## src/rtl/calc_datapath.sv

```systemverilog
//==============================================================================
// Module      : calc_datapath
// Description : Calculator datapath. Holds a 4-entry register file, an operand
//               latch pair, a 4-function ALU, a write-back mux and a registered
//               result stage.
// Revision    : 1.0 - initial release
//==============================================================================
`default_nettype none

module calc_datapath #(
    parameter int WIDTH = 4
) (
    input  logic             clk,
    input  logic             rst,
    input  logic [WIDTH-1:0] in1,
    input  logic [WIDTH-1:0] in2,
    input  logic [1:0]       s1,
    input  logic [1:0]       WA,
    input  logic             WE,
    input  logic [1:0]       RAA,
    input  logic             REA,
    input  logic [1:0]       RAB,
    input  logic             REB,
    input  logic [1:0]       C,
    input  logic             s2,
    output logic [WIDTH-1:0] out,
    output logic             ovf,
    output logic             valid
);

    localparam logic [1:0] c_op_add = 2'b00;
    localparam logic [1:0] c_op_sub = 2'b01;
    localparam logic [1:0] c_op_and = 2'b10;

    logic [WIDTH-1:0] r_rf [4];
    logic [WIDTH-1:0] r_qa;
    logic [WIDTH-1:0] r_qb;
    logic [WIDTH-1:0] r_out;
    logic             r_ovf;
    logic             r_valid;

    logic [WIDTH:0]   w_sum;
    logic [WIDTH:0]   w_diff;
    logic [WIDTH-1:0] w_alu;
    logic             w_cy;
    logic [WIDTH-1:0] w_mux1;

    // The extra top bit of the difference is the borrow, i.e. qa < qb.
    assign w_sum  = {1'b0, r_qa} + {1'b0, r_qb};
    assign w_diff = {1'b0, r_qa} - {1'b0, r_qb};

    always_comb begin
        w_alu = r_qa ^ r_qb;
        w_cy  = 1'b0;
        case (C)
            c_op_add: begin
                w_alu = w_sum[WIDTH-1:0];
                w_cy  = w_sum[WIDTH];
            end
            c_op_sub: begin
                w_alu = w_diff[WIDTH-1:0];
                w_cy  = w_diff[WIDTH];
            end
            c_op_and: w_alu = r_qa & r_qb;
            default:  w_alu = r_qa ^ r_qb;
        endcase
    end

    always_comb begin
        case (s1)
            2'b11:   w_mux1 = in1;
            2'b10:   w_mux1 = in2;
            2'b01:   w_mux1 = '0;
            default: w_mux1 = w_alu;
        endcase
    end

    // Reads sample the pre-edge register file; no write-through bypass.
    always_ff @(posedge clk) begin
        if (!rst) begin
            for (int i = 0; i < 4; i++) begin
                r_rf[i] <= '0;
            end
            r_qa    <= '0;
            r_qb    <= '0;
            r_out   <= '0;
            r_ovf   <= 1'b0;
            r_valid <= 1'b0;
        end else begin
            if (REA) begin
                r_qa <= r_rf[RAA];
            end
            if (REB) begin
                r_qb <= r_rf[RAB];
            end
            if (WE) begin
                r_rf[WA] <= w_mux1;
                if (s1 == 2'b00) begin
                    r_ovf <= w_cy;
                end
            end
            if (s2) begin
                r_out   <= r_rf[3];
                r_valid <= 1'b1;
            end else begin
                r_valid <= 1'b0;
            end
        end
    end

    assign out   = r_out;
    assign ovf   = r_ovf;
    assign valid = r_valid;

endmodule

`default_nettype wire

```

## config.mk

```make
export PLATFORM = sky130hd
export DESIGN_NAME = calc_datapath
export DESIGN_NICKNAME = d
export VERILOG_FILES = /design/src/rtl/calc_datapath.sv
export SDC_FILE = /design/constraint.sdc
export NUM_CORES = 1
export LEC_CHECK = 0
export CELL_PAD_IN_SITES_DETAIL_PLACEMENT = 1
export CELL_PAD_IN_SITES_GLOBAL_PLACEMENT = 1
export CORE_MARGIN = 5
export CORE_UTILIZATION = 44
export CTS_BUF_LIST = sky130_fd_sc_hd__clkbuf_4 sky130_fd_sc_hd__clkbuf_8
export CTS_CLUSTER_DIAMETER = 30
export CTS_CLUSTER_SIZE = 30
export DETAILED_ROUTE_END_ITERATION = 7
export GPL_ROUTABILITY_DRIVEN = 0
export PLACE_DENSITY_LB_ADDON = 0.05
export SLEW_MARGIN = 20
export SYNTH_ARGS = -nofsm -noshare
export SYNTH_HDL_FRONTEND = slang
export SYNTH_SLANG_ARGS = --single-unit
export TNS_END_PERCENT = 30
```

## constraint.sdc

```tcl
create_clock -name clk -period 3 [get_ports clk]
set_clock_uncertainty 0.2 [all_clocks]
set_input_delay 0.3 -clock clk [delete_from_list [all_inputs] [get_ports clk]]
set_output_delay 0.3 -clock clk [all_outputs]
set_load 0.01 [all_outputs]
```

Word-level counts from Yosys, hierarchy flattened
Memory sizes are Yosys's and may differ from the RTL's. A register that Yosys moved wholly into a read port is not among the register bits.
Index checks and enable logic that the tools add are counted.
{"block": "totals", "register_bits": 2, "latchBits": 0, "ram_bits": 16, "mem_bits_ro": 0, "inputBits": 24, "output_inout_bits": 6, "memories": 1}
{"block": "classes", "addsub": 2, "n_mul": 0, "n_div": 0, "magnitude_cmp": 0, "n_eq_ne": 5, "shift": 0, "mux": 11, "n_bitwise": 2, "n_reduce_logical": 7}
{"memory": "r_rf", "words": 4, "word_bits": 4, "read_ports": 3, "rd_ports_with_merged_regs": 3, "write_ports": 4, "line_no": "35", "text": "logic [WIDTH-1:0] r_rf [4];"}
{"op": "case mux 4 bit (3 select lines)", "count": 2}
{"op": "== test 2 bit, second input constant", "count": 3}
{"op": "2-to-1 mux 1 bit", "count": 6}
{"op": "adder 4 x 4 -> 5 bit", "count": 1}
{"op": "subtractor 4 x 4 -> 5 bit", "count": 1}
{"op": "bitwise AND 4 bit", "count": 1}
{"op": "== test 2 x 1 -> 1 bit, second input constant", "count": 2}
{"op": "zero test 2 bit", "count": 2}
{"op": "2-to-1 mux 4 bit", "count": 1}
{"op": "OR reduction 4 bit", "count": 1}
{"op": "bitwise XOR 4 bit", "count": 1}
{"op": "zero test 1 bit", "count": 3}
{"op": "2-to-1 mux 2 bit", "count": 1}
{"op": "case mux 1 bit (2 select lines)", "count": 1}
{"op": "AND reduction 2 bit", "count": 1}

Logic depth before layout (Yosys ltp)
{"block": "depth", "ltp_word": 5, "ltp_mapped": 8}

Worst setup path after synthesis
No wires, ideal clock.
{"block": "synth_timing", "path_type": "reg-to-reg", "startpoint": "register r_qa[0] (read register of r_rf)", "endpoint": "memory r_rf[0][1], data pin", "setup_time_ns": 0.262, "t_arrival_ns": 1.848, "path_slack_ns": 0.690, "path_stages_with_launch": 6, "path_cell_list": "dfxtp_1 -> ha_1 -> fa_1 -> mux4_1 -> a22oi_2 -> nor3_1"}
{"item": "start, declared", "line_no": "36", "text": "logic [WIDTH-1:0] r_qa;"}
{"item": "end, declared", "line_no": "35"}

==> results_dict.tcl <==
set metrics [dict create \
    status "completed" \
    hold_start "out[0]" \
    final_cell_mix "clkdlybuf4s50_1, nor2b_1, edfxtp_1" \
    ys_seq_area_share_pct 39.6 \
    finalCritPeriodShare_pct 86.7 \
    grt_pass1_wl_um 7570 \
    whs_endpoint "out[0]" \
    reg2reg_from "r_qa[0]" \
    cts_setup_buffers 0 \
    dieArea_um2 5790 \
    cts-root-buf "clkbuf_8" \
    worstSetupStartpointType "register" \
    setup_tns_ns 0 \
    dr.pass1.iters 4 \
    path_clk_slew_ns 0.06 \
    drv_cap 0 \
    dpl.hpwl_um 3690 \
    fin_hold_ws_ns 0.320 \
    coreArea_um2 4290 \
    syn_area_um2 1920 \
    r2r-end "r_rf[0][1]" \
    areaGrowthSynthToFinish_pct 20.4 \
    die_height_um 76.1 \
    rsz0062_at_grt "false" \
    r2r_slack_ns 0.40 \
    syn_nets 201 \
    overflow 0 \
    hold_path.class "reg2reg" \
    slew_violations 0 \
    io_buffer_count 29 \
    grt_pass1_vias 1449 \
    chipWidth_um 76.1 \
    antennaDiodeCount 0 \
    cp_num_buf_inv 0 \
    final_common_cell "clkdlybuf4s50_1" \
    setup_viol 0 \
    vdd_ir_drop_max_v 0.000230 \
    clockBufferDepth 2 \
    rows 24 \
    ys_types 40 \
    netlist_instances 167 \
    hold_depth 2 \
    cts_htree_levels 2 \
    cts_buffers 5 \
    fin_ws_ns 0.398 \
    drive_above_1_share_pct 15.9 \
    end_kind "register" \
    fmax_ghz 0.384 \
    viasPerCell 5.54 \
    routed_wl_um 4570 \
    dpl_worst_slack_ns 0.453 \
    remaining_drc_errors 0 \
    drt_iter0_drc 87 \
    cts_tree "built" \
    ant_nets 0 \
    cp.arrival_ns 2.42 \
    dp.cells 239 \
    grt_start_max_net_pins 22 \
    postCtsResizedCells 0 \
    required_ns 2.82 \
    power.density_nw_per_um2 437 \
    routedWlPerCell_um 18.5 \
    layout.nets 228 \
    yosysWarnings 0 \
    crit_family "adder cells" \
    cpPeakStageDelay_ns 0.57 \
    tightest_slew_ns 0.518 \
    p_leak_uw 0.000874 \
    final_hold_viol_count 0 \
    worstRegToRegCells 5 \
    ios 30 \
    antenna_found_initial 0 \
    track_usage_pct 16.7 \
    min_period_ns 2.60 \
    path_cells "ha_1 > fa_1 > mux4_1 > a22oi_2 > nor3_1" \
    vias 1369 \
    start_util_pct 44.8 \
    worst-setup-path-type "reg2reg" \
    clock_latency_ns 0.28 \
    cts_hold_buf 0 \
    critPathSlowestCell "mux4_1" \
    cts_sinks 30 \
    crit_path_max_fanout 4 \
    yosys_register_bits 30 \
    syn_avg_cell_area_um2 11.5 \
    fin_cells 247 \
    slew_headroom_pct 65.1 \
]
==> registers in the layout, indices dropped and copies added, names as in the netlist <==
| signal | flops |
|---|---|
| valid | 1 |
| r_qa | 4 |
| ovf | 1 |
| out | 4 |
| r_rf | 16 |
| r_qb | 4 |
==> synth_stat cells (all sizes together) <==
cell / instances / area share, %
or3: 1 / 0.33
edfxtp: 16 / 25
inv: 9 / 1.8
dfxtp: 14 / 15
o311a: 1 / 0.52
or2: 1 / 0.46
a211oi: 2 / 0.78
nand4b: 2 / 0.91
nor3: 4 / 1.0
nor3b: 3 / 2.0
mux2i: 13 / 6.8
a31o: 1 / 0.46
a22oi: 1 / 0.65
mux4: 9 / 11
o21bai: 2 / 1.2
a21oi: 13 / 3.4
a311oi: 1 / 0.46
nor2b: 17 / 5.7
nor2: 7 / 1.5
and2: 1 / 0.33
mux2: 2 / 1.2
ha: 8 / 5.2
xor2: 1 / 0.46
clkbuf: 3 / 0.59
fa: 2 / 2.1
a2111oi: 2 / 2.9
nand3: 2 / 0.52
buf: 7 / 2.8
nand2b: 6 / 2.0
o31ai: 1 / 0.39
nor4: 1 / 0.33
o21ai: 5 / 1.3
nand2: 9 / 1.9
==> tightest hold or removal path: stages (launching register included) <==
cell,delay [ns]
dfxtp_1,0.32
mux2i_1,0.07
nor2b_1,0.10
==> power breakdown <==
group	internal, uW	leakage [uW]	switching (uW)	total [uW]
Clock	194	0.0000517	147	341
Sequential	456	0.000281	18.0	474
Combinational	100	0.000542	95.9	196
==> metal layers <==
metal / track usage, % / vias to the layer above / wire, um
li1: - / 663 / -
met1: 22.5 / 666 / 2120
met2: 26.3 / 38 / 2210
met3: 4.73 / 2 / 208
met4: 4.72 / 0 / 24
met5: 0 / - / 0
==> area by class of cell <==
type	instances	area (um^2)
clock buffers	7	90.1
clock inverters	1	5.00
fillers	462	1980
inverters	9	33.8
multi-input cells	118	1060
flip-flops and latches	30	761
well taps	52	65.1
repair buffers	30	298
==> worst max-delay path by stage <==
stage	from	end	slack [ns]	cells past startpoint
finish	r_qa[0]	r_rf[0][1]	0.40	5
global route	r_qa[0]	r_rf[2][1]	0.28	5
CTS	r_qa[0]	r_rf[0][1]	0.41	5
detailed placement	r_qa[0]	r_rf[0][1]	0.45	5
global placement	C[0]	r_rf[0][1]	0.54	4
floorplan	r_qa[0]	r_rf[0][1]	0.69	5
==> through the flow <==
| step | power [uW] | instance area (um^2) | util, % |
|---|---|---|---|
| 2_1_floorplan | 603 | 1920 | - |
| 3_3_place_gp | 670 | 2220 | 51.7 |
| 3_5_place_dp | 679 | 2220 | 51.7 |
| 4_1_cts | 1020 | 2320 | 53.9 |
| 5_1_grt | 1060 | 2320 | 53.9 |
| 6_report | 1010 | 2320 | 53.9 |
==> kinds of logic (layout without fill, tap and decap cells) <==
group	count (synthesis)	after routing	synth area share, %
DFF	30	30	39.6
xor gates and xnor gates	1	1	0.456
and+or+nand+nor	54	54	16.9
AOI/OAI and AO/OA	29	29	12.0
muxes	24	24	18.7
buffers and inverters	19	47	5.14
adders and majority gates	10	10	7.29
(Power assumes the default switching activity.)
